==> src/rtl/lin_pkg.sv <==
// rtl/lin_pkg.sv - shared state encoding and record constants for the linearizer batch driver
package lin_pkg;

  localparam int LIN_P     = 32;
  localparam int LIN_REC_W = LIN_P + 2;

  // Record written when the linearizer never answers: both flags plus an all-ones result.
  localparam logic [LIN_REC_W-1:0] LIN_TIMEOUT_REC = {2'b11, {LIN_P{1'b1}}};

  typedef enum logic [3:0] {
    ST_IDLE,
    ST_FETCH,
    ST_LOAD,
    ST_CLEAR,
    ST_GO,
    ST_WAIT,
    ST_STORE,
    ST_NEXT,
    ST_DONE
  } lin_state_e;

endpackage

==> src/rtl/lin_wdog.sv <==
// rtl/lin_wdog.sv - per-sample watchdog: cleared before each start pulse, counts WAIT cycles
module lin_wdog #(
  parameter int TIMEOUT = 2500
) (
  input  logic i_clk,
  input  logic i_rst_n,
  input  logic i_clr,
  input  logic i_en,
  output logic expired
);

  localparam int CW = (TIMEOUT > 2) ? $clog2(TIMEOUT) : 1;

  logic [CW-1:0] r_count;

  always_ff @(posedge i_clk or negedge i_rst_n) begin
    if (!i_rst_n) begin
      r_count <= '0;
    end else if (i_clr) begin
      r_count <= '0;
    end else if (i_en && !expired) begin
      r_count <= r_count + CW'(1);
    end
  end

  assign expired = (r_count == CW'(TIMEOUT - 1));

endmodule

==> src/rtl/lin_batch_driver.sv <==
// rtl/lin_batch_driver.sv - walks the sample ROM through the linearizer handshake and
// stores {O_F,U_F,RESULT} per sample into the result RAM
module lin_batch_driver
  import lin_pkg::*;
#(
  parameter int P         = 32,
  parameter int AW        = 10,
  parameter int N_SAMPLES = 1024,
  parameter int TIMEOUT   = 2500
) (
  input  logic          CLK,
  input  logic          RST_N,
  input  logic          START,
  output logic          BUSY,
  output logic          DONE,
  output logic          TIMEOUT_ERR,
  output logic          RD_EN,
  output logic [AW-1:0] RD_ADDR,
  input  logic [P-1:0]  RD_DATA,
  output logic [P-1:0]  T,
  output logic          RST_FSM_LN,
  output logic          BEGIN_FSM_LN,
  input  logic          ACK_LN,
  input  logic          O_F,
  input  logic          U_F,
  input  logic [P-1:0]  RESULT,
  output logic          WR_EN,
  output logic [AW-1:0] WR_ADDR,
  output logic [P+1:0]  WR_DATA
);

  localparam logic [P+1:0] TIMEOUT_REC = {2'b11, {P{1'b1}}};

  lin_state_e    r_state;
  lin_state_e    w_next;
  logic [AW-1:0] r_idx;
  logic [P-1:0]  r_t;
  logic [P+1:0]  r_wr_data;
  logic          r_terr;
  logic [AW:0]   w_idx_inc;
  logic          w_last;
  logic          w_expired;
  logic          w_busy;
  logic          w_done;
  logic          w_rd_en;
  logic          w_rst_ln;
  logic          w_begin;
  logic          w_wr_en;

  // One extra bit so a full 2**AW batch still terminates instead of wrapping to 0.
  assign w_idx_inc = {1'b0, r_idx} + {{AW{1'b0}}, 1'b1};
  assign w_last    = (w_idx_inc == (AW+1)'(N_SAMPLES));

  lin_wdog #(
    .TIMEOUT(TIMEOUT)
  ) u_wdog (
    .i_clk  (CLK),
    .i_rst_n(RST_N),
    .i_clr  (w_begin),
    .i_en   (r_state == ST_WAIT),
    .expired(w_expired)
  );

  always_ff @(posedge CLK or negedge RST_N) begin
    if (!RST_N) begin
      r_state <= ST_IDLE;
    end else begin
      r_state <= w_next;
    end
  end

  always_comb begin
    w_next   = r_state;
    w_busy   = 1'b1;
    w_done   = 1'b0;
    w_rd_en  = 1'b0;
    w_rst_ln = 1'b0;
    w_begin  = 1'b0;
    w_wr_en  = 1'b0;
    case (r_state)
      ST_IDLE: begin
        w_busy   = 1'b0;
        w_rst_ln = 1'b1;
        if (START) begin
          w_next = ST_FETCH;
        end
      end
      ST_FETCH: begin
        w_rd_en = 1'b1;
        w_next  = ST_LOAD;
      end
      ST_LOAD: begin
        w_next = ST_CLEAR;
      end
      ST_CLEAR: begin
        w_rst_ln = 1'b1;
        w_next   = ST_GO;
      end
      ST_GO: begin
        w_begin = 1'b1;
        w_next  = ST_WAIT;
      end
      ST_WAIT: begin
        if (ACK_LN || w_expired) begin
          w_next = ST_STORE;
        end
      end
      ST_STORE: begin
        w_wr_en = 1'b1;
        w_next  = ST_NEXT;
      end
      ST_NEXT: begin
        w_next = w_last ? ST_DONE : ST_FETCH;
      end
      ST_DONE: begin
        w_busy = 1'b0;
        w_done = 1'b1;
        w_next = ST_IDLE;
      end
      default: begin
        w_busy = 1'b0;
        w_next = ST_IDLE;
      end
    endcase
  end

  // ACK is checked before the watchdog so a reply on the final WAIT cycle is kept.
  always_ff @(posedge CLK or negedge RST_N) begin
    if (!RST_N) begin
      r_idx     <= '0;
      r_t       <= '0;
      r_wr_data <= '0;
      r_terr    <= 1'b0;
    end else begin
      case (r_state)
        ST_IDLE: begin
          if (START) begin
            r_idx  <= '0;
            r_terr <= 1'b0;
          end
        end
        ST_LOAD: begin
          r_t <= RD_DATA;
        end
        ST_WAIT: begin
          if (ACK_LN) begin
            r_wr_data <= {O_F, U_F, RESULT};
          end else if (w_expired) begin
            r_wr_data <= TIMEOUT_REC;
            r_terr    <= 1'b1;
          end
        end
        ST_NEXT: begin
          if (!w_last) begin
            r_idx <= w_idx_inc[AW-1:0];
          end
        end
        default: begin
        end
      endcase
    end
  end

  assign BUSY         = w_busy;
  assign DONE         = w_done;
  assign TIMEOUT_ERR  = r_terr;
  assign RD_EN        = w_rd_en;
  assign RD_ADDR      = r_idx;
  assign T            = r_t;
  assign RST_FSM_LN   = w_rst_ln;
  assign BEGIN_FSM_LN = w_begin;
  assign WR_EN        = w_wr_en;
  assign WR_ADDR      = r_idx;
  assign WR_DATA      = r_wr_data;

endmodule

==> config.mk <==
export PLATFORM = sky130hd
export DESIGN_NAME = lin_batch_driver
export DESIGN_NICKNAME = d
export VERILOG_FILES = /design/src/rtl/lin_pkg.sv /design/src/rtl/lin_wdog.sv /design/src/rtl/lin_batch_driver.sv
export SDC_FILE = /design/constraint.sdc
export NUM_CORES = 1
export LEC_CHECK = 0
export BUFFER_PORTS_ARGS = -buffer_cell sky130_fd_sc_hd__buf_2
export CORE_MARGIN = 2
export CORE_UTILIZATION = 52
export DETAILED_ROUTE_END_ITERATION = 10
export PLACE_DENSITY = 0.93
export REMOVE_ABC_BUFFERS = 1
export SLEW_MARGIN = 20
export SYNTH_ARGS = -nofsm -noshare
export SYNTH_HDL_FRONTEND = slang
export SYNTH_SLANG_ARGS = --single-unit
==> constraint.sdc <==
create_clock -name CLK -period 5.6 [get_ports CLK]
set_input_delay 0.28 -clock CLK [delete_from_list [all_inputs] [get_ports CLK]]
set_output_delay 0.28 -clock CLK [all_outputs]
set_load 0.03 [all_outputs]
# [Yosys cells after proc, flatten, opt, wreduce, memory -nomap -nowiden]
# Cells that the tools add are included.
[word_totals] register_bits=93 input_bits=70 output_inout_bits=93 elab_cells=58
[op_classes] addsub=2 eq_ne=15 mux=21 n_reduce_logical=14
[ops] cell="$mux 34" n=2
[ops] cell="$pmux 4 s8" n=1
[ops] cell="$mux 12" n=2
[ops] cell="$mux 10" n=2
[ops] cell="$pmux 10 s2" n=1
[ops] cell="$eq 4x3->1 const B" n=4
[ops] cell="$add 12x1->12 const B" n=1
[ops] cell="$eq 12x12->1 const B" n=1
[ops] cell="$mux 4" n=3
[ops] cell="$add 10x1->11 const B" n=1
[ops] cell="$eq 11x11->1 const B" n=1
[ops] cell="$ne 2x2->1 const B" n=5
[ops] cell="$mux 1" n=9
[ops] cell="$eq 4x2->1 const B" n=2
[ops] cell="$reduce_bool 2->1" n=4
[ops] cell="$reduce_or 7->1" n=1
[ops] cell="$eq 4x1->1 const B" n=1
[ops] cell="$eq 4x4->1 const B" n=1
[ops] cell="$logic_not 4->1" n=1
[ops] cell="$reduce_and 2->1" n=2
[ops] cell="$reduce_and 4->1" n=1
[ops] cell="$reduce_and 3->1" n=1
[ops] cell="$pmux 1 s2" n=1
[ops] cell="$reduce_or 2->1" n=1
[ops] cell="3 further kinds" n=3

# [Logic depth before layout (Yosys ltp)]
# Gate-level depths: netlist of run 1.
[depth] depth_word=5 ltp_mapped=7 mapped_depth_nobuf=5

# [Cells and area by module]
# A second synthesis of run 1 with hierarchy kept.
[hier_totals] cells_unflattened=340 hier_area_um2=4152.7
[modules_own_cells] mod="lin_batch_driver" instances=1 cells_per_inst=265 area_per_inst_um2=3424.5 seq_area_each_um2=2026.9
[modules_own_cells] mod="lin_wdog" instances=1 cells_per_inst=75 area_per_inst_um2=728.2 seq_area_each_um2=300.3

# [Worst setup path before layout of run 1]
# OpenSTA, ideal clock, no wires.
[synth_timing] path_type="register to register" from="register r_idx[0] (netlist: RD_ADDR[0])" to="register r_idx[1] (netlist: RD_ADDR[1])" setup_time_ns=0.128 t_arrival_ns=1.658 required_time_ns=5.472 path_slack_ns=3.813 stages_incl_launch_ff=6 path_buffers=0 synth_period_minus_slack_ns=1.787 cell_sequence="dfrtp_1 > ha_1 > nand4_1 > o31ai_2 > and2_1 > o21ai_0"
[synth_via] elab_chain_len=4 word_cells_on_any_way=6 classes_between="1 x add/sub; 2 x eq/ne; 2 x mux; 1 x reduce/logical"
[synth_rtl] element="start, declared" line="lin_batch_driver.sv:36" rtl="logic [AW-1:0] r_idx;"
[synth_rtl] element="start signal, assigned" line="lin_batch_driver.sv:155" rtl="r_idx <= w_idx_inc[AW-1:0];"
[synth_rtl] element="$add 10x1->11 (*)" line="lin_batch_driver.sv:51" rtl="assign w_idx_inc = {1'b0, r_idx} + {{AW{1'b0}}, 1'b1};"
[synth_rtl] element="$eq 11x11->1" line="lin_batch_driver.sv:52" rtl="assign w_last = (w_idx_inc == (AW+1)'(N_SAMPLES));"
[synth_rtl] element="$ne 2x2->1 (no line)"
[synth_rtl] element="$reduce_and 3->1 (no line)"
# Mark *: on every way between the ends. The rest lies on a longest branch, timed or not. The select of a mux whose other input is x is not followed.
# A chain may end at the register's enable or synchronous reset.

# [Final worst setup path of run 1]
[layout_timing] from="register u_wdog.r_count[0]" to="register r_wr_data[7] (netlist: WR_DATA[7])"
[layout_via] elab_chain_len=3
[layout_rtl] element="start, declared" line="lin_wdog.sv:14" rtl="logic [CW-1:0] r_count;"
[layout_rtl] element="start signal, assigned" line="lin_wdog.sv:22" rtl="r_count <= r_count + CW'(1);"
[layout_rtl] element="$eq 12x12->1" line="lin_wdog.sv:26" rtl="assign expired = (r_count == CW'(TIMEOUT - 1));"
[layout_rtl] element="$reduce_bool 2->1 (no line)"
[layout_rtl] element="$reduce_and 2->1 (no line)"
[layout_rtl] element="end signal, assigned" line="lin_batch_driver.sv:147" rtl="r_wr_data <= {O_F, U_F, RESULT};"
[layout_rtl] element="end, declared" line="lin_batch_driver.sv:38" rtl="logic [P+1:0] r_wr_data;"
# Every way passes these cells.

==> load_flow_metrics.sql, run 1 <==
INSERT INTO impl_metrics (metric_group, metric, value, unit) VALUES
('route', 'routed_wirelength', '9.15', 'mm'),
('floorplanning', 'row_count', '32', ''),
('final_layout', 'final_cell_count_no_fill', '571', ''),
('synth', 'count_of_flip_flops_with_a_built_in_enable_after_synthesis', '0', ''),
('worst_setup_path', 'worst_ep_arrival_time', '2.50', 'ns'),
('sta', 'finalSetupViolations', '0', ''),
('route', 'vias', '3101', ''),
('final_layout', 'final_layout_size_suffix_gt1_frac', '0.471', ''),
('clock_network', 'cts.clk_slew.worst_paths', '0.10', 'ns'),
('final_layout', 'finalNetCount', '536', ''),
('grt', 'grt_start_max_net_pins', '49', ''),
('worst_setup_path', 'ff2ff_path_depth', '5', ''),
('synth', 'ys_seq_elements', '93', ''),
('placement', 'port_buffers', '162', ''),
('sta', 'tightest_slew', '0.646', 'ns'),
('synth', 'post_synthesis_cell_area', '4020', 'um2'),
('placement', 'numPlacedInstances', '554', ''),
('grt', 'grt_pass1_vias', '2970', ''),
('floorplanning', 'die_height', '91.9', 'um'),
('power', 'power.share.combinational', '0.485', ''),
('flow_run', 'drv.max_cap_violation_count', '0', ''),
('route', 'drt_first_pass_iters', '5', ''),
('route', 'drc_errors', '0', ''),
('final_layout', 'filler_cell_count', '586', ''),
('grt', 'grt.met1_usage', '0.287', ''),
('power', 'power.density', '621', 'nW/um2'),
('worst_setup_path', 'end_kind', 'flop', ''),
('power', 'leakagePower', '2.37', 'nW'),
('grt', 'grt_use_total', '0.217', ''),
('power', 'worst_ir_drop_vdd', '0.303', 'mV'),
('grt', 'grt.overflow.total', '0', ''),
('status', 'outcome', 'finished clean', ''),
('synth', 'synth_top_area_share', '0.579', ''),
('clock_network', 'tritoncts.num_buffers', '9', ''),
('route', 'drt-initial-drc-count', '192', ''),
('sta', 'final-hold-violation-count', '0', ''),
('power', 'power.share.sequential', '0.371', ''),
('clock_network', 'cts-hold-fix-buffers', '1', ''),
('sta', 'timing.clock.skew', '0.0117', 'ns'),
('sta', 'rsz0062_at_grt', 'no', ''),
('floorplanning', 'initial_core_util', '0.528', ''),
('clock_network', 'h-tree-depth', '3', ''),
('sta', 'timing.final.max_slew_violations', '0', ''),
('floorplanning', 'fp.coreArea', '7610', 'um2'),
('grt', 'grtUsageMet3', '0.0534', ''),
('synth', 'synth-warning-count', '0', ''),
('sta', 'min_period_over_period', '0.397', ''),
('clock_network', 'clock_sink_count', '93', ''),
('clock_network', 'clock_latency', '0.35', 'ns'),
('grt', 'grt_first_pass_wirelength', '14.6', 'mm'),
('worst_setup_path', 'critical_path_required', '5.88', 'ns'),
('power', 'share_clk_of_total_power', '0.145', ''),
('final_layout', 'synthToLayoutAreaGrowth', '23.8', '%'),
('route', 'drtAntennaViolNets', '0', ''),
('grt', 'grt_util_met2', '0.362', ''),
('final_layout', 'antenna-diode-count', '0', ''),
('clock_network', 'clk_path_buf_depth', '2', ''),
('sta', 'max-slew-margin-rel', '0.569', ''),
('worst_setup_path', 'cp-start-kind', 'flop', ''),
('power', 'power.share.switching', '0.459', ''),
('worst_setup_path', 'critical_path_peak_fanout', '34', ''),
('grt', 'globalRoute.busiestLayer', 'met2', ''),
('sta', 'period_needed', '2.22', 'ns'),
('power', 'power.internal', '1.67', 'mW'),
('synth', 'most_numerous_cell_in_the_yosys_netlist', 'sky130_fd_sc_hd__dfrtp_1', ''),
('clock_network', 'clock_tree_from_tritoncts', 'built', ''),
('synth', 'synthesis.instances', '314', ''),
('worst_setup_path', 'crit_type', 'flop to flop', ''),
('floorplanning', 'fp.dieArea', '8440', 'um2'),
('clock_network', 'cts.repair.resized', '0', ''),
('synth', 'yosys-top-cells-count', '93 x sky130_fd_sc_hd__dfrtp_1, 34 x sky130_fd_sc_hd__o22a_1, 30 x sky130_fd_sc_hd__mux2_2, 18 x sky130_fd_sc_hd__nand2_1, 16 x sky130_fd_sc_hd__nor2_1', '');
-- power groups by stage --
stage               clock network (mW)  logic, mW  registers (mW)
global placement                     0       1.46            1.13
floorplan                            0      0.492            1.69
global route                     0.489       1.59            1.18
CTS                              0.457       1.51            1.14
detailed placement                   0       1.51            1.16
finish                           0.447       1.50            1.15
-- layout by cell type, fill, tap and decap left out, drive strengths merged, types with 3 or more instances in the layout --
| cell | instances |
|---|---|
| buf | 164 |
| dfrtp | 93 |
| o22a | 34 |
| mux2 | 32 |
| nand2 | 19 |
| nor2 | 16 |
| clkbuf | 10 |
| nand4 | 9 |
| nand3 | 8 |
| xor2 | 7 |
| nor3 | 7 |
| o21ai | 6 |
| nand2b | 5 |
| a21oi | 5 |
| and3 | 5 |
| and2 | 4 |
| or3 | 4 |
| inv | 4 |
| a31oi | 3 |
| a221o | 3 |
| clkinvlp | 3 |
-- path summary, 6_finish.rpt --
kind                                                from                      end  slack [ns]
min                                          RD_DATA[11]        T[11]$_DFFE_PN0P_        0.15
max                        u_wdog.r_count[0]$_DFFE_PN0P_   WR_DATA[7]$_DFFE_PN0P_        3.38
min in group asynchronous                          RST_N   WR_DATA[2]$_DFFE_PN0P_        0.47
max in group asynchronous                          RST_N   RD_ADDR[7]$_DFFE_PN0P_        4.11
max reg2reg                u_wdog.r_count[0]$_DFFE_PN0P_   WR_DATA[7]$_DFFE_PN0P_        3.38
min reg2reg                      WR_DATA[29]$_DFFE_PN0P_  WR_DATA[29]$_DFFE_PN0P_        0.49
-- cell type report --
| cell class | count | area, um2 | area share |
|---|---|---|---|
| multi-input combinational | 192 | 1470 | 0.296 |
| tap | 102 | 128 | 0.0257 |
| clock inverter | 6 | 70.1 | 0.0141 |
| clock buffer | 10 | 128 | 0.0257 |
| timing repair buffer | 165 | 838 | 0.169 |
| inverter | 3 | 11.3 | 0.00226 |
| sequential | 93 | 2330 | 0.468 |
-- sequential cells by signal, indices dropped and copies added, names as in the netlist --
| register | count |
|---|---|
| RD_ADDR | 10 |
| T | 32 |
| TIMEOUT_ERR | 1 |
| WR_DATA | 34 |
| r_state | 4 |
| u_wdog.r_count | 12 |
-- logic make-up (layout without fill, tap and decap cells) --
family	after synthesis	in the layout	share of synthesized area
DFF	93	93	0.579
and+or+nand+nor	84	84	0.118
AOI/OAI and AO/OA	64	64	0.128
muxes	34	34	0.0947
buffers and inverters	29	184	0.0564
xor gates and xnor gates	8	8	0.0174
adders and majority gates	2	2	0.00623
-- stage by stage --
stage	hold slack [ns]	worst slack, ns	power [mW]	utilization	area [um2]
6_report	0.150	3.38	3.09	0.654	4970
5_1_grt	0.134	3.22	3.26	0.654	4970
4_1_cts	0.139	3.29	3.11	0.653	4970
3_5_place_dp	0.320	3.31	2.66	0.626	4760
3_3_place_gp	0.309	3.41	2.59	0.626	4760
2_1_floorplan	-0.0156	3.15	2.18	-	3800
-- critical path, stage by stage (launching register included) --
cell and delay [ns]:
sky130_fd_sc_hd__dfrtp_1 0.39, sky130_fd_sc_hd__ha_1 0.26, sky130_fd_sc_hd__or4b_4 0.51, sky130_fd_sc_hd__nor3_2 0.18, sky130_fd_sc_hd__o21a_2 0.56, sky130_fd_sc_hd__o22a_1 0.26
-- per-layer routing --
metal	vias to the layer above	wire [um]
met2	145	4570
met3	10	668
li1	1446	-
met5	-	0
met4	0	82
met1	1500	3820
(Power assumes the default switching activity.)
==> run 2, diff against run 1 <==
--- a/config.mk
+++ b/config.mk
@@ -7,9 +7,9 @@
 export LEC_CHECK = 0
 export BUFFER_PORTS_ARGS = -buffer_cell sky130_fd_sc_hd__buf_2
 export CORE_MARGIN = 2
-export CORE_UTILIZATION = 52
+export CORE_UTILIZATION = 48
 export DETAILED_ROUTE_END_ITERATION = 10
-export PLACE_DENSITY = 0.93
+export PLACE_DENSITY = 0.88
 export REMOVE_ABC_BUFFERS = 1
 export SLEW_MARGIN = 20
 export SYNTH_ARGS = -nofsm -noshare
==> constraint.sdc (replaced) <==
create_clock -name CLK -period 2.2 [get_ports CLK]
set_input_delay 0.11 -clock CLK [delete_from_list [all_inputs] [get_ports CLK]]
set_output_delay 0.11 -clock CLK [all_outputs]
set_load 0.03 [all_outputs]
==> run 2 against run 1 <==
Via count up 8.4%. Utilization up 2.7 points. Setup slack worse by 3.2 ns. Register-to-register slack worse by 3.2 ns. Total power rose to 2.6 times the previous value. Critical path type is now flop to output pin. Largest cell class unchanged. Largest power group unchanged. Highest routed layer unchanged.
==> load_flow_metrics.sql, run 2 (synthesis results as in run 1) <==
INSERT INTO impl_metrics (metric_group, metric, value, unit) VALUES
('worst_setup_path', 'timing.critical_path.cells', 'nand2b_1 > or3_1 > clkinv_1 > buf_2', ''),
('sta', 'period_needed', '2.04', 'ns'),
('sta', 'timing.final.max_slew_violations', '0', ''),
('grt', 'initial_antenna_violation_count', '0', ''),
('route', 'routed_wirelength', '10.5', 'mm'),
('final_layout', 'multi_input_gate_area_in_the_final_layout', '1470', 'um2'),
('clock_network', 'clock_sink_count', '93', ''),
('sta', 'fmaxAchievable', '0.490', 'GHz'),
('grt', 'grt_use_total', '0.220', ''),
('flow_run', 'drv.max_cap_violation_count', '0', ''),
('power', 'power.internal', '4.38', 'mW'),
('final_layout', 'fin_area', '5560', 'um2'),
('final_layout', 'final_cell_mix', '161 x sky130_fd_sc_hd__buf_2, 93 x sky130_fd_sc_hd__dfrtp_1, 54 x sky130_fd_sc_hd__dlygate4sd3_1', ''),
('placement', 'placement.setup.worst_slack', '0.262', 'ns'),
('power', 'power.density', '1450', 'nW/um2'),
('clock_network', 'root_buffer_cell', 'sky130_fd_sc_hd__clkbuf_8', ''),
('worst_setup_path', 'crit_type', 'flop to output pin', ''),
('sta', 'final.hold.worst_slack', '0.0147', 'ns'),
('power', 'power.share.combinational', '0.494', ''),
('sta', 'timing.clock.skew', '0.0154', 'ns'),
('worst_setup_path', 'critical_path.n_buffers_inverters', '2', ''),
('route', 'drt_first_pass_iters', '4', ''),
('final_layout', 'filler_cell_count', '577', ''),
('route', 'drt-initial-drc-count', '79', ''),
('power', 'leakagePower', '2.63', 'nW'),
('final_layout', 'final_layout_size_suffix_gt1_frac', '0.426', ''),
('status', 'outcome', 'finished clean', ''),
('sta', 'final-hold-violation-count', '0', ''),
('floorplanning', 'fp.coreArea', '8180', 'um2'),
('power', 'power.share.sequential', '0.365', ''),
('floorplanning', 'die_height', '95.5', 'um'),
('power', 'power.share.switching', '0.456', ''),
('final_layout', 'layout.cells.most_common', 'sky130_fd_sc_hd__buf_2', ''),
('final_layout', 'final_core_utilization', '0.681', ''),
('grt', 'grt_pass1_vias', '3268', ''),
('clock_network', 'h-tree-depth', '3', ''),
('placement', 'finalWeightedCongestion', '0.897', ''),
('min_path', 'number_of_stages_on_the_worst_hold_path', '2', ''),
('placement', 'port_buffers', '162', ''),
('clock_network', 'clock_latency', '0.34', 'ns'),
('route', 'drt-vias-per-instance', '5.33', ''),
('min_path', 'timing.hold.worst_endpoint', 'T[16]$_DFFE_PN0P_', ''),
('route', 'routedWlPerCell', '16.6', 'um'),
('floorplanning', 'fp.dieArea', '9120', 'um2'),
('floorplanning', 'die_width', '95.5', 'um'),
('final_layout', 'largest_register_ff_count', '34', ''),
('worst_setup_path', 'worst_path_largest_cell_delay', '0.51', 'ns'),
('sta', 'tightest_slew', '0.412', 'ns'),
('power', 'totalPowerFinal', '8.06', 'mW'),
('worst_setup_path', 'top_cell_family_by_delay_on_the_critical_path', 'simple AND/OR/NAND/NOR gates', ''),
('power', 'share_clk_of_total_power', '0.142', ''),
('power', 'switching_power', '3.67', 'mW'),
('worst_setup_path', 'cp-start-kind', 'flop', ''),
('floorplanning', 'boundaryPins', '163', ''),
('route', 'drtAntennaViolNets', '0', ''),
('power', 'worst_ir_drop_vdd', '0.651', 'mV'),
('sta', 'setup_total_negative_slack', '0', 'ns'),
('worst_setup_path', 'timing.reg2reg.setup_slack', '0.22', 'ns'),
('clock_network', 'cts.clk_slew.worst_paths', '0.09', 'ns'),
('route', 'vias', '3362', ''),
('sta', 'final_critical_path_setup_slack', '0.160', 'ns'),
('clock_network', 'clk_path_buf_depth', '2', ''),
('grt', 'grt_start_max_net_pins', '45', ''),
('placement', 'numPlacedInstances', '561', ''),
('floorplanning', 'row_count', '33', ''),
('placement', 'post_dp_cell_area', '4820', 'um2'),
('clock_network', 'clock_tree_from_tritoncts', 'built', ''),
('sta', 'min_period_over_period', '0.927', ''),
('floorplanning', 'initial_core_util', '0.491', ''),
('worst_setup_path', 'worst_ep_arrival_time', '1.93', 'ns'),
('worst_setup_path', 'critical_path.reg2reg.startpoint', 'r_state[2]$_DFFE_PN0P_', ''),
('grt', 'grt.overflow.total', '0', ''),
('sta', 'rsz0062_at_grt', 'no', ''),
('route', 'drc_errors', '0', ''),
('grt', 'grt_first_pass_wirelength', '15.4', 'mm'),
('final_layout', 'synthToLayoutAreaGrowth', '38.5', '%'),
('worst_setup_path', 'cp_slowest_cell', 'sky130_fd_sc_hd__dfrtp_1', ''),
('min_path', 'hp-class', 'primary input to flop', ''),
('placement', 'dp_hpwl', '6.57', 'mm'),
('worst_setup_path', 'ff2ff_path_depth', '4', ''),
('clock_network', 'tritoncts.num_buffers', '9', ''),
('min_path', 'holdCritStartpoint', 'RD_DATA[16]', ''),
('final_layout', 'finalNetCount', '593', ''),
('worst_setup_path', 'end_kind', 'output pin', ''),
('worst_setup_path', 'critical_path_required', '2.09', 'ns'),
('worst_setup_path', 'destination_of_the_worst_register_to_register_timing_path', 'RD_ADDR[6]$_DFFE_PN0P_', ''),
('sta', 'finalSetupViolations', '0', ''),
('sta', 'max-slew-margin-rel', '0.725', ''),
('worst_setup_path', 'critical_path_peak_fanout', '12', ''),
('final_layout', 'area_of_all_sequential_standard_cells', '2330', 'um2'),
('final_layout', 'final_cell_count_no_fill', '631', ''),
('final_layout', 'antenna-diode-count', '0', '');
## run 2: cell types whose count changed in the layout (fill, tap and decap cells not counted)
cell,delta
sky130_fd_sc_hd__nand2_1,+1
sky130_fd_sc_hd__clkinv_4,+2
sky130_fd_sc_hd__clkinvlp_4,-2
sky130_fd_sc_hd__clkbuf_8,+1
sky130_fd_sc_hd__buf_12,+2
sky130_fd_sc_hd__nand2_2,-1
sky130_fd_sc_hd__buf_4,+2
sky130_fd_sc_hd__clkinv_2,+1
sky130_fd_sc_hd__dlygate4sd3_1,+53
sky130_fd_sc_hd__inv_6,-2
## run 2: worst max path at each step
stage,from,end,slack (ns),cells after the start
final,r_state[3]$_DFFE_PN0P_,BEGIN_FSM_LN,0.16,4
after global routing,r_state[3]$_DFFE_PN0P_,BEGIN_FSM_LN,0.03,4
after CTS,r_state[3]$_DFFE_PN0P_,BEGIN_FSM_LN,0.14,4
after detailed placement,r_state[2]$_DFFE_PN0P_,RD_ADDR[6]$_DFFE_PN0P_,0.26,4
after global placement,r_state[2]$_DFFE_PN0P_,RD_ADDR[7]$_DFFE_PN0P_,0.36,4
after floorplan,r_state[0]$_DFFE_PN0P_,T[0]$_DFFE_PN0P_,-0.25,3
## run 2: layout make-up
cell class / instances / share of cell area
Clock buffer: 11 / 0.0254
Clock inverter: 5 / 0.0108
Inverter: 3 / 0.00202
Multi-Input combinational cell: 192 / 0.264
Sequential cell: 93 / 0.418
Tap cell: 105 / 0.0236
Timing Repair Buffer: 222 / 0.256
## run 2: power by group through the flow
stage	clock network [mW]	logic (mW)	registers, mW
2_1_floorplan	0	1.25	4.29
3_3_place_gp	0	3.79	2.88
3_5_place_dp	0	3.89	2.94
4_1_cts	1.17	3.97	2.91
5_1_grt	1.25	4.21	3.02
6_report	1.14	3.98	2.94
## run 2: metal layers
| metal | vias up | share of wire | routed length [um] | GRT usage |
|---|---|---|---|---|
| li1 | 1564 | - | - | - |
| met1 | 1629 | 0.39 | 4100 | 0.258 |
| met2 | 145 | 0.51 | 5400 | 0.392 |
| met3 | 24 | 0.068 | 714 | 0.0379 |
| met4 | 0 | 0.026 | 272 | 0.102 |
| met5 | - | 0 | 0 | 0 |
## run 2: repair_timing
action                    CTS  global route
hold endpoints to repair   81             2
hold buffers               52             2
setup buffers               0             0
resized for setup           0             0
==> run 3, diff against run 2 <==
--- a/config.mk
+++ b/config.mk
@@ -6,12 +6,14 @@
 export NUM_CORES = 1
 export LEC_CHECK = 0
 export BUFFER_PORTS_ARGS = -buffer_cell sky130_fd_sc_hd__buf_2
-export CORE_MARGIN = 2
-export CORE_UTILIZATION = 48
+export CORE_MARGIN = 1
+export CORE_UTILIZATION = 49
 export DETAILED_ROUTE_END_ITERATION = 10
+export GPL_TIMING_DRIVEN = 0
 export PLACE_DENSITY = 0.88
 export REMOVE_ABC_BUFFERS = 1
 export SLEW_MARGIN = 20
 export SYNTH_ARGS = -nofsm -noshare
 export SYNTH_HDL_FRONTEND = slang
+export SYNTH_HIERARCHICAL = 1
 export SYNTH_SLANG_ARGS = --single-unit
==> run 3 against run 2 <==
Worst hold slack better by 0.0021 ns. Utilization is 3.6 points higher. Area after synthesis is 3.4% higher. Sequential power is 5% higher. Largest power group unchanged. Highest routed layer unchanged.
==> load_flow_metrics.sql, run 3 <==
INSERT INTO impl_metrics (metric_group, metric, value, unit) VALUES
('route', 'drc_errors', '0', ''),
('worst_setup_path', 'worst_path_largest_cell_delay', '0.51', 'ns'),
('floorplanning', 'fp.coreArea', '8220', 'um2'),
('power', 'leakagePower', '2.73', 'nW'),
('final_layout', 'synthToLayoutAreaGrowth', '41.9', '%'),
('sta', 'timing.final.max_slew_violations', '0', ''),
('clock_network', 'h-tree-depth', '3', ''),
('synth', 'synth_area_leaders', 'sky130_fd_sc_hd__dfrtp_1 56%, sky130_fd_sc_hd__mux2_2 8.7%, sky130_fd_sc_hd__o22a_1 7.4%, sky130_fd_sc_hd__buf_4 1.8%, sky130_fd_sc_hd__nand3_1 1.6%', ''),
('sta', 'final.hold.worst_slack', '0.0168', 'ns'),
('grt', 'grt_start_max_net_pins', '49', ''),
('final_layout', 'antenna-diode-count', '0', ''),
('final_layout', 'final_core_utilization', '0.717', ''),
('synth', 'ys_seq_elements', '93', ''),
('clock_network', 'root_buffer_cell', 'sky130_fd_sc_hd__clkbuf_8', ''),
('grt', 'grt_first_pass_wirelength', '17.9', 'mm'),
('synth', 'synth_top_area_share', '0.560', ''),
('worst_setup_path', 'worst_ep_arrival_time', '2.32', 'ns'),
('synth', 'post_synth.cell_area_avg', '12.2', 'um2'),
('route', 'routedWlPerCell', '17.5', 'um'),
('sta', 'tightest_slew', '0.708', 'ns'),
('worst_setup_path', 'critical_path_peak_fanout', '11', ''),
('worst_setup_path', 'timing.critical_path.cells', 'nand2b_2 > nor2_4 > nand3_1 > nor4_1 > mux2_2', ''),
('clock_network', 'cts.clk_slew.worst_paths', '0.09', 'ns'),
('synth', 'yosys-top-cells-count', '93 x sky130_fd_sc_hd__dfrtp_1, 35 x sky130_fd_sc_hd__o22a_1, 32 x sky130_fd_sc_hd__mux2_2, 15 x sky130_fd_sc_hd__nor2_1, 13 x sky130_fd_sc_hd__nand3_1', ''),
('sta', 'fmaxAchievable', '0.480', 'GHz'),
('worst_setup_path', 'cp_slowest_cell', 'sky130_fd_sc_hd__dfrtp_1', ''),
('synth', 'synth_largest_area_cell', 'sky130_fd_sc_hd__dfrtp_1', ''),
('min_path', 'hp-class', 'primary input to flop', ''),
('grt', 'grt_use_total', '0.267', ''),
('synth', 'async_reset_ff_frac', '1.00', ''),
('sta', 'period_needed', '2.08', 'ns'),
('sta', 'final_critical_path_setup_slack', '0.115', 'ns'),
('final_layout', 'final_cell_mix', '161 x sky130_fd_sc_hd__buf_2, 91 x sky130_fd_sc_hd__dfrtp_1, 64 x sky130_fd_sc_hd__dlygate4sd3_1', ''),
('floorplanning', 'initial_core_util', '0.505', ''),
('grt', 'grt.overflow.total', '0', ''),
('flow_run', 'drv.max_cap_violation_count', '0', ''),
('status', 'outcome', 'finished clean', ''),
('floorplanning', 'fp.dieArea', '8850', 'um2'),
('placement', 'finalWeightedCongestion', '0.827', ''),
('route', 'drt_first_pass_iters', '4', ''),
('power', 'worst_ir_drop_vdd', '0.986', 'mV'),
('clock_network', 'clk_path_buf_depth', '2', ''),
('grt', 'initial_antenna_violation_count', '0', ''),
('worst_setup_path', 'critical_path_required', '2.44', 'ns'),
('grt', 'grt_pass1_vias', '3639', ''),
('synth', 'synthDistinctLibCells', '61', ''),
('floorplanning', 'die_height', '94.1', 'um'),
('floorplanning', 'die_width', '94.1', 'um'),
('final_layout', 'layout.cells.most_common', 'sky130_fd_sc_hd__buf_2', ''),
('clock_network', 'clock_latency', '0.36', 'ns'),
('synth', 'synth-warning-count', '6', ''),
('final_layout', 'finalNetCount', '633', ''),
('final_layout', 'final_layout_size_suffix_gt1_frac', '0.428', ''),
('placement', 'port_buffers', '162', ''),
('power', 'power.density', '1480', 'nW/um2'),
('clock_network', 'tritoncts.num_buffers', '9', ''),
('final_layout', 'filler_cell_count', '533', ''),
('floorplanning', 'row_count', '33', ''),
('synth', 'synth_flop_cell', 'sky130_fd_sc_hd__dfrtp_1', ''),
('placement', 'dp_hpwl', '6.83', 'mm'),
('sta', 'finalSetupViolations', '0', ''),
('route', 'drt-vias-per-instance', '5.59', ''),
('route', 'drt-initial-drc-count', '129', ''),
('floorplanning', 'boundaryPins', '163', ''),
('synth', 'count_of_flip_flops_with_a_built_in_enable_after_synthesis', '0', ''),
('placement', 'placement.setup.worst_slack', '-0.739', 'ns'),
('synth', 'most_numerous_cell_in_the_yosys_netlist', 'sky130_fd_sc_hd__dfrtp_1', ''),
('final_layout', 'multi_input_gate_area_in_the_final_layout', '1670', 'um2'),
('sta', 'timing.clock.skew', '0.0211', 'ns'),
('worst_setup_path', 'end_kind', 'flop', ''),
('sta', 'max-slew-margin-rel', '0.524', ''),
('route', 'routed_wirelength', '11.7', 'mm'),
('final_layout', 'area_of_all_sequential_standard_cells', '2330', 'um2'),
('sta', 'final-hold-violation-count', '0', ''),
('placement', 'numPlacedInstances', '585', ''),
('route', 'vias', '3733', ''),
('clock_network', 'clock_tree_from_tritoncts', 'built', ''),
('final_layout', 'largest_register_ff_count', '34', ''),
('final_layout', 'final_cell_count_no_fill', '668', ''),
('clock_network', 'clock_sink_count', '93', ''),
('synth', 'synthesis.instances', '340', ''),
('sta', 'min_period_over_period', '0.948', ''),
('synth', 'yosysSeqAreaShare', '0.560', ''),
('synth', 'post_synthesis_cell_area', '4150', 'um2'),
('power', 'totalPowerFinal', '8.70', 'mW'),
('route', 'drtAntennaViolNets', '0', ''),
('worst_setup_path', 'crit_type', 'flop to flop', ''),
('worst_setup_path', 'cp-start-kind', 'flop', '');
## run 3: cell types whose count changed in the layout (fill, tap and decap cells not counted), sizes merged, moves of 4 or more
cell,before,now
xor2,7,3
o31ai,2,6
or4,0,4
nand2,19,8
dlygate4sd3,54,64
inv,2,14
nand3,8,13
a21oi,5,12
buf,168,172
## run 3: per-layer routing
metal  GRT usage  share of wire  vias up
met3      0.0655          0.060       35
met2       0.468           0.52      171
met4       0.124          0.030        0
met1       0.307           0.39     1832
li1            -              -     1695
met5           0              0        -
## run 3: per-stage QoR
stage	setup TNS [ns]	instance area, um2
floorplan	-53.98	3990
global placement	-100.50	4930
detailed placement	-26.20	5020
CTS	0	5870
global route	-0.000672	5890
finish	0	5890
## run 3: logic make-up (layout without fill, tap and decap cells)
family          count (synthesis)  in the layout  share of synthesized area
flops                          93             93                      0.560
simple gates                   83             83                      0.119
fa+ha+maj                       4              4                     0.0121
mux                            34             34                     0.0919
xor+xnor                        6              6                     0.0127
buf+inv                        40            263                     0.0494
compound gates                 80             80                      0.155
## run 3: repair_timing
item | in CTS | in global routing
hold buffers | 63 | 1
hold endpoints to repair | 107 | 1
endpoints found under the setup margin | 43 | 25
pin swaps | 2 | 1
buffers inserted | 3 | 1
gates resized for setup | 7 | 4
## run 3: final timing paths
check	from	endpoint	slack, ns	cells past startpoint
setup / recovery	r_state[1]$_DFFE_PN0P_	u_wdog/r_count[11]$_DFFE_PN0P_	0.12	5
hold / removal	RESULT[5]	WR_DATA[5]$_DFFE_PN0P_	0.02	2
setup reg to reg	r_state[1]$_DFFE_PN0P_	u_wdog/r_count[11]$_DFFE_PN0P_	0.12	5
hold reg to reg	WR_DATA[19]$_DFFE_PN0P_	WR_DATA[19]$_DFFE_PN0P_	0.49	1
max in group asynchronous	RST_N	T[26]$_DFFE_PN0P_	1.17	3
min in group asynchronous	RST_N	WR_DATA[18]$_DFFE_PN0P_	0.34	2
## run 3: final cells by class
cell class,count,share of cell area
tap,105,0.0223
timing repair buffer,236,0.263
clock inverter,6,0.00786
clock buffer,9,0.0210
inverter,12,0.00764
multi-input combinational,207,0.283
sequential,93,0.395
## run 3: report_power, final
group          switching [mW]  internal, mW
sequential              0.637          2.46
combinational            2.95          1.62
clock                   0.622         0.413
total                    4.21          4.49
## run 3: worst max-delay path, delay by kind of cell (launching register included)
kind          cells  cell delay (ns)
flops             1             0.51
simple gates      4             1.10
mux               1             0.37
